[src/rtl/icache_assoc.sv]
// icache_assoc: read-only, word-aligned instruction cache with 1 or 2 ways
// per set, LRU replacement, flush and hit/miss statistics. Misses refill a
// whole line from a BurstRAM controller. The requested instruction is
// forwarded as soon as the beat that carries it arrives.
//
// Ports
//   clk_ram           in   clock, rising edge
//   rst               in   synchronous active-high reset
//   enable            in   fetch request, sampled in IDLE only
//   address           in   byte address (bits [1:0] ignored)
//   flush             in   invalidate every line
//   instruction       out  fetched instruction, holds until next update
//   data_ready        out  one-cycle strobe qualifying instruction
//   busy              out  high while a miss is outstanding
//   stat_hits         out  64-bit wrapping hit counter
//   stat_misses       out  64-bit wrapping miss counter
//   br_cmd            out  BurstRAM command, always read (0)
//   br_cmd_en         out  BurstRAM command strobe
//   br_addr           out  BurstRAM word address of the burst
//   br_wr_data        out  unused write data, tied to 0
//   br_data_mask      out  unused write mask, tied to 0
//   br_rd_data        in   burst read beat
//   br_rd_data_valid  in   qualifies br_rd_data
//   br_busy           in   BurstRAM cannot accept a command
module icache_assoc #(
  parameter int ADDRESS_BITWIDTH                = 32,
  parameter int INSTRUCTION_BITWIDTH            = 32,
  parameter int LINE_IX_BITWIDTH                = 1,
  parameter int INSTRUCTION_IX_IN_LINE_BITWIDTH = 3,
  parameter int WAYS                            = 2,
  parameter int RAM_BURST_DATA_COUNT            = 4,
  parameter int RAM_BURST_DATA_BITWIDTH         = 64,
  parameter int RAM_DEPTH_BITWIDTH              = 8
) (
  input  logic                                   clk_ram,
  input  logic                                   rst,
  input  logic                                   enable,
  input  logic [ADDRESS_BITWIDTH-1:0]            address,
  input  logic                                   flush,
  output logic [INSTRUCTION_BITWIDTH-1:0]        instruction,
  output logic                                   data_ready,
  output logic                                   busy,
  output logic [63:0]                            stat_hits,
  output logic [63:0]                            stat_misses,
  output logic                                   br_cmd,
  output logic                                   br_cmd_en,
  output logic [RAM_DEPTH_BITWIDTH-1:0]          br_addr,
  output logic [RAM_BURST_DATA_BITWIDTH-1:0]     br_wr_data,
  output logic [RAM_BURST_DATA_BITWIDTH/8-1:0]   br_data_mask,
  input  logic [RAM_BURST_DATA_BITWIDTH-1:0]     br_rd_data,
  input  logic                                   br_rd_data_valid,
  input  logic                                   br_busy
);

  localparam int SETS       = 1 << LINE_IX_BITWIDTH;
  localparam int IX_W       = INSTRUCTION_IX_IN_LINE_BITWIDTH;
  localparam int OFF_W      = IX_W + 2;
  localparam int TAG_W      = ADDRESS_BITWIDTH - OFF_W - LINE_IX_BITWIDTH;
  localparam int LINE_W     = (1 << IX_W) * INSTRUCTION_BITWIDTH;
  localparam int IPB        = RAM_BURST_DATA_BITWIDTH / INSTRUCTION_BITWIDTH;
  localparam int IPB_SHIFT  = $clog2(IPB);
  localparam int BEAT_W     = (RAM_BURST_DATA_COUNT > 1) ? $clog2(RAM_BURST_DATA_COUNT) : 1;
  localparam int BEAT_SHIFT = $clog2(RAM_BURST_DATA_BITWIDTH / 8);

  localparam logic [BEAT_W-1:0] LAST_BEAT = BEAT_W'(RAM_BURST_DATA_COUNT - 1);
  localparam logic [RAM_DEPTH_BITWIDTH-1:0] BEAT_MASK =
    RAM_DEPTH_BITWIDTH'(RAM_BURST_DATA_COUNT - 1);

  typedef enum logic [1:0] {S_IDLE, S_ISSUE, S_FILL} state_t;

  // Control state
  state_t                            r_state;
  logic                              r_busy;
  logic                              r_data_ready;
  logic [INSTRUCTION_BITWIDTH-1:0]   r_instruction;
  logic [RAM_DEPTH_BITWIDTH-1:0]     r_br_addr;
  logic [63:0]                       r_hits;
  logic [63:0]                       r_misses;
  logic                              r_flush_pend;
  logic [BEAT_W-1:0]                 r_beat;
  logic                              r_way;
  logic [SETS-1:0]                   r_valid [WAYS];
  logic [SETS-1:0]                   r_lru;     // per set: way to evict next

  // Storage (no reset: contents are qualified by r_valid)
  logic [ADDRESS_BITWIDTH-1:0]       r_addr;
  logic [TAG_W-1:0]                  r_tag  [WAYS][SETS];
  logic [LINE_W-1:0]                 r_line [WAYS][SETS];

  // Field decode of the incoming address and of the latched request
  logic [TAG_W-1:0]                  w_tag;
  logic [LINE_IX_BITWIDTH-1:0]       w_set;
  logic [IX_W-1:0]                   w_idx;
  logic [LINE_IX_BITWIDTH-1:0]       w_r_set;
  logic [IX_W-1:0]                   w_r_idx;
  logic [ADDRESS_BITWIDTH-1:0]       w_shifted;
  logic [RAM_DEPTH_BITWIDTH-1:0]     w_br_addr;

  assign w_tag     = address[ADDRESS_BITWIDTH-1 -: TAG_W];
  assign w_set     = address[OFF_W +: LINE_IX_BITWIDTH];
  assign w_idx     = address[2 +: IX_W];
  assign w_r_set   = r_addr[OFF_W +: LINE_IX_BITWIDTH];
  assign w_r_idx   = r_addr[2 +: IX_W];
  assign w_shifted = address >> BEAT_SHIFT;
  // Burst always starts at the first beat of the line
  assign w_br_addr = w_shifted[RAM_DEPTH_BITWIDTH-1:0] & ~BEAT_MASK;

  // Tag lookup across all ways of the addressed set
  logic                              w_hit;
  logic                              w_hit_way;
  logic [LINE_W-1:0]                 w_hit_line;
  logic [INSTRUCTION_BITWIDTH-1:0]   w_hit_inst;

  always_comb begin
    w_hit     = 1'b0;
    w_hit_way = 1'b0;
    for (int w = 0; w < WAYS; w++) begin
      if (r_valid[w][w_set] && (r_tag[w][w_set] == w_tag)) begin
        w_hit     = 1'b1;
        w_hit_way = 1'(w);
      end
    end
  end

  assign w_hit_line = r_line[w_hit_way][w_set];
  assign w_hit_inst = w_hit_line[w_idx*INSTRUCTION_BITWIDTH +: INSTRUCTION_BITWIDTH];

  // A flush in the same cycle as a request invalidates first, so it can never hit
  logic w_lookup_hit;
  assign w_lookup_hit = w_hit & ~flush;

  // Victim: first invalid way, otherwise the LRU way; after a flush everything is invalid
  logic w_victim;
  generate
    if (WAYS == 1) begin : g_direct
      assign w_victim = 1'b0;
    end else begin : g_two_way
      always_comb begin
        if (flush)                  w_victim = 1'b0;
        else if (!r_valid[0][w_set]) w_victim = 1'b0;
        else if (!r_valid[1][w_set]) w_victim = 1'b1;
        else                         w_victim = r_lru[w_set];
      end
    end
  endgenerate

  // Beat carrying the requested instruction, and that instruction's slice
  logic [BEAT_W-1:0]                 w_req_beat;
  logic [INSTRUCTION_BITWIDTH-1:0]   w_req_inst;

  assign w_req_beat = BEAT_W'(w_r_idx >> IPB_SHIFT);

  always_comb begin
    w_req_inst = br_rd_data[(int'(w_r_idx) % IPB) * INSTRUCTION_BITWIDTH +: INSTRUCTION_BITWIDTH];
  end

  logic w_miss_take;
  logic w_beat_take;
  assign w_miss_take = (r_state == S_IDLE) && enable && !w_lookup_hit;
  assign w_beat_take = (r_state == S_FILL) && br_rd_data_valid;

  // ---- Control FSM ----
  always_ff @(posedge clk_ram) begin
    if (rst) begin
      r_state       <= S_IDLE;
      r_busy        <= 1'b0;
      r_data_ready  <= 1'b0;
      r_instruction <= '0;
      r_br_addr     <= '0;
      r_hits        <= '0;
      r_misses      <= '0;
      r_flush_pend  <= 1'b0;
      r_beat        <= '0;
      r_way         <= 1'b0;
      r_lru         <= '0;
      for (int w = 0; w < WAYS; w++) r_valid[w] <= '0;
    end else begin
      r_data_ready <= 1'b0;
      case (r_state)
        S_IDLE: begin
          if (flush) begin
            r_lru <= '0;
            for (int w = 0; w < WAYS; w++) r_valid[w] <= '0;
          end
          if (enable) begin
            if (w_lookup_hit) begin
              r_instruction <= w_hit_inst;
              r_data_ready  <= 1'b1;
              r_hits        <= r_hits + 64'd1;
              r_lru[w_set]  <= ~w_hit_way;
            end else begin
              // Victim is invalid until its last beat lands, so an abort leaves no stale line
              r_misses                 <= r_misses + 64'd1;
              r_valid[w_victim][w_set] <= 1'b0;
              r_way                    <= w_victim;
              r_br_addr                <= w_br_addr;
              r_beat                   <= '0;
              r_busy                   <= 1'b1;
              r_state                  <= S_ISSUE;
            end
          end
        end

        S_ISSUE: begin
          if (flush) r_flush_pend <= 1'b1;
          if (!br_busy) r_state <= S_FILL;
        end

        S_FILL: begin
          if (flush) r_flush_pend <= 1'b1;
          if (br_rd_data_valid) begin
            r_beat <= r_beat + 1'b1;
            if (r_beat == w_req_beat) begin
              r_instruction <= w_req_inst;
              r_data_ready  <= 1'b1;
            end
            if (r_beat == LAST_BEAT) begin
              r_state      <= S_IDLE;
              r_busy       <= 1'b0;
              r_flush_pend <= 1'b0;
              // A flush seen during the miss also discards the line just filled
              if (flush || r_flush_pend) begin
                r_lru <= '0;
                for (int w = 0; w < WAYS; w++) r_valid[w] <= '0;
              end else begin
                r_valid[r_way][w_r_set] <= 1'b1;
                r_lru[w_r_set]          <= ~r_way;
              end
            end
          end
        end

        default: r_state <= S_IDLE;
      endcase
    end
  end

  // ---- Tag / line storage ----
  always_ff @(posedge clk_ram) begin
    if (w_miss_take) begin
      r_addr                 <= address;
      r_tag[w_victim][w_set] <= w_tag;
    end
    if (w_beat_take) begin
      r_line[r_way][w_r_set][r_beat*RAM_BURST_DATA_BITWIDTH +: RAM_BURST_DATA_BITWIDTH] <= br_rd_data;
    end
  end

  // Command strobe is combinational on br_busy so it fires in the very
  // ISSUE cycle the controller becomes free; the FSM leaves ISSUE on that edge.
  assign br_cmd_en    = (r_state == S_ISSUE) && !br_busy;
  assign br_cmd       = 1'b0;
  assign br_addr      = r_br_addr;
  assign br_wr_data   = '0;
  assign br_data_mask = '0;

  assign instruction  = r_instruction;
  assign data_ready   = r_data_ready;
  assign busy         = r_busy;
  assign stat_hits    = r_hits;
  assign stat_misses  = r_misses;

  // Byte-offset bits, upper shifted bits, latched tag and (for one way) LRU are not consumed
  logic w_unused;
  assign w_unused = ^{address[1:0], w_shifted, r_addr, r_lru};

endmodule

[config.mk]
export PLATFORM = sky130hd
export DESIGN_NAME = icache_assoc
export DESIGN_NICKNAME = d
export VERILOG_FILES = /design/src/rtl/icache_assoc.sv
export SDC_FILE = /design/constraint.sdc
export NUM_CORES = 2
export LEC_CHECK = 0
export CAP_MARGIN = 15
export CORE_MARGIN = 4
export CORE_UTILIZATION = 30
export CTS_CLUSTER_DIAMETER = 30
export CTS_CLUSTER_SIZE = 10
export DETAILED_ROUTE_END_ITERATION = 6
export PLACE_DENSITY = 0.55
export SLEW_MARGIN = 20
export SYNTH_ARGS = -nofsm -noshare
export SYNTH_HDL_FRONTEND = slang
export SYNTH_SLANG_ARGS = --single-unit
[constraint.sdc]
create_clock -name clk_ram -period 9.6 [get_ports clk_ram]
set_input_delay 2.88 -clock clk_ram [delete_from_list [all_inputs] [get_ports clk_ram]]
set_output_delay 2.88 -clock clk_ram [all_outputs]
set_load 0.02 [all_outputs]
==> out/results.txt <==
outcome - finished, final reports clean
Cell Chain, Critical Path - clkdlybuf4s50_1 > nor2b_1 > clkdlybuf4s50_1
final worst-path cycle share - 73.9%
CTS tree - built
reg2reg start - r_state[0]$_SDFFE_PP0P_
antenna violations before repair - 20
Remaining DRCs - 0
worst setup path class - primary input to primary output
largest net degree at the start of global routing - 123
worst-margin pin slew - 1160 ps
non-filler cells in the finished layout - 6,640
hold path start - br_addr[2]$_SDFFE_PP0N_
num rows - 156
Worst EP required - 6720 ps
Setup violations, final - 0
CP top delay family - buffers and inverters
Via Count - 33,214
Rel. slew slack - 22.9%
TritonCTS Buffers - 315
cell mode on critical path - clkdlybuf4s50_1
GP Congestion - 0.744
Port Buffers - 268
Main synth FF type - edfxtp_1
CP endpoint kind - primary output
vias in the first global route - 33,117
Synth top area share - 62.1%
global-route wire length before repair - 227,000 um
# Max-Cap Violations - 0
Synthesis Warnings - 0
area grow syn2layout - 28.3%
FFs w/ async S/R, synth - 0%
final clock skew - 119 ps
Yosys cell types - 74
Pwr Density - 256 nW/um^2
Worst-path clk slew - 40 ps
CTS max path bufs - 4
DRT Pass-1 Iters - 6
gr usage total - 15.9%
PostCTS Resize Cnt - 0
RSZ-0062 raised after global routing - false
total grt overflow - 0
Mapped Cells - 3,584
Post-CTS Setup Repair Bufs - 0
placed insts - 6,075
ranking of synthesized cells by area - edfxtp_1 62%, mux4_2 7.8%, dfxtp_1 6.4%
nets - 4,136
clock sinks - 1,312
worst skew pair latency - 920 ps
Die Width - 436 um
CTS root buf - clkbuf_16
layout cell share with drive strength beyond 1 - 19.0%
I/O pins - 346
top-count cell post-synth - edfxtp_1
hpwl dp - 88,400 um
Slew Limit Fails - 0
Initial DRC Count - 2,739
DRT Wirelength - 156,000 um
final-report hold violation count - 0
post-synthesis register bit count - 1,312
syn_area_per_cell - 15.3 sq um
Fin Setup TNS - 0 ps
Placed Area - 60,100 sq um
maximum vdd drop - 0.211 mV
CP Buf/Inv Count - 2
Max Fanout on Critical Path - 2
worst hold path class - flip-flop to flip-flop
total core area - 181,000 sq um
Die Y - 436 um
cell taking the most area after synthesis - edfxtp_1
Design Area, Final - 70,400 sq um
Post-synth EDFFs - 1,136
Via density - 5.00
crit path DAT - 4210 ps
CTS Hold Buffers Added - 0
fmax - 141 MHz
synthesized cell area - 54,900 sq um
synth cell count leaders - 1,136 x edfxtp_1, 277 x and2_1, 226 x nand2_1, 189 x mux4_2, 176 x dfxtp_1
Worst path slowest cell - clkdlybuf4s50_1
Avg WL per Cell - 23.5 um
Period minus WS final - 7090 ps
H-tree depth - 5
max incr delay on CP - 620 ps
Seq/Total Area, Yosys - 68.5%
Pleak - 25.1 nW
type of origin of the critical path - primary input
die area - 190,000 sq um
crit path launch - br_busy
initial core utilization - 30.3%
final total power - 0.0180 W
Post-DRT Antenna Nets - 0
-- layout make-up --
class	count	area, sq um
sequential	1312	37600
antenna	8	20.0
inverter	40	150
multi-input combinational	2022	16100
fill	16801	111000
clock inverter	157	1730
timing repair buffer	331	3220
clock buffer	400	8590
tap	2370	2970
-- final timing paths --
check | end | slack (ps) | cells after the start
worst max-delay path | br_cmd_en | 2510 | 3
worst min-delay path | br_addr[2]$_SDFFE_PP0N_ | 450 | 2
worst max register to register | instruction[20]$_SDFFE_PP0P_ | 5280 | 10
worst min register to register | br_addr[2]$_SDFFE_PP0N_ | 450 | 2
-- flip-flops by register name, summed over array words and instances (netlist names), 2 cells and up --
| signal | count |
|---|---|
| r_valid | 4 |
| br_addr | 6 |
| r_lru | 2 |
| r_tag | 104 |
| r_line | 1024 |
| r_beat | 2 |
| stat_misses | 64 |
| stat_hits | 64 |
| r_state | 2 |
| r_addr | 4 |
| instruction | 32 |
-- layer usage --
metal  routed length, um  vias up  GRT usage (%)
met2               73400     1222           25.6
met5                  47        -              0
met4                3850        6           5.03
li1                    -    14654              -
met3               11300      299           3.74
met1               67200    17033           21.4
-- metrics by stage --
stage	setup slack (ps)	hold slack [ps]	utilization (%)
6_report	2510	454	38.8
5_1_grt	2400	480	38.8
4_1_cts	2470	461	38.8
3_5_place_dp	2410	447	33.1
3_3_place_gp	2400	436	33.1
2_1_floorplan	1450	479	-
-- cells by family (layout without fill, tap and decap cells) --
logic type | after synthesis | in the layout | share of synthesized area (%)
xor gates and xnor gates | 156 | 156 | 2.49
DFF | 1312 | 1312 | 68.5
muxes | 318 | 318 | 10.1
adders and majority gates | 12 | 12 | 0.273
buffers and inverters | 324 | 928 | 2.98
and+or+nand+nor | 1093 | 1093 | 10.9
other | 1 | 83 | 0.00683
AOI/OAI and AO/OA | 368 | 368 | 4.69
-- power by group --
group / switching [W] / leakage (nW) / internal (W)
registers: 0.000125 / 13.7 / 0.00639
logic: 0.000839 / 6.42 / 0.000441
clock network: 0.00313 / 4.99 / 0.00712
total: 0.00410 / 25.1 / 0.0139
-- cells in the final DEF, fill, tap and decap left out, drive strengths merged, types with 44 or more instances in the layout --
master	instances
edfxtp	1136
clkbuf	400
and2	278
clkdlybuf4s50	266
nand2	226
mux4	189
dfxtp	176
nor2	156
xnor2	130
mux2i	109
nand3	100
clkinv	93
conb	75
a21oi	70
nor3	69
a22oi	66
buf	65
and3	59
o21ai	58
nand4	49
nor4	47
inv	46
o31ai	44
-- worst register-to-register path: stages, from the launching register on --
cell and delay (ps):
dfxtp_1 380, inv_1 90, ha_2 210, nor2b_1 510
nand2_1 830, nor4_1 670, and2_1 870, o22a_1 290
o21ai_0 110, nand4b_1 180, o31ai_1 90
Power figures use the tool's default switching activity.
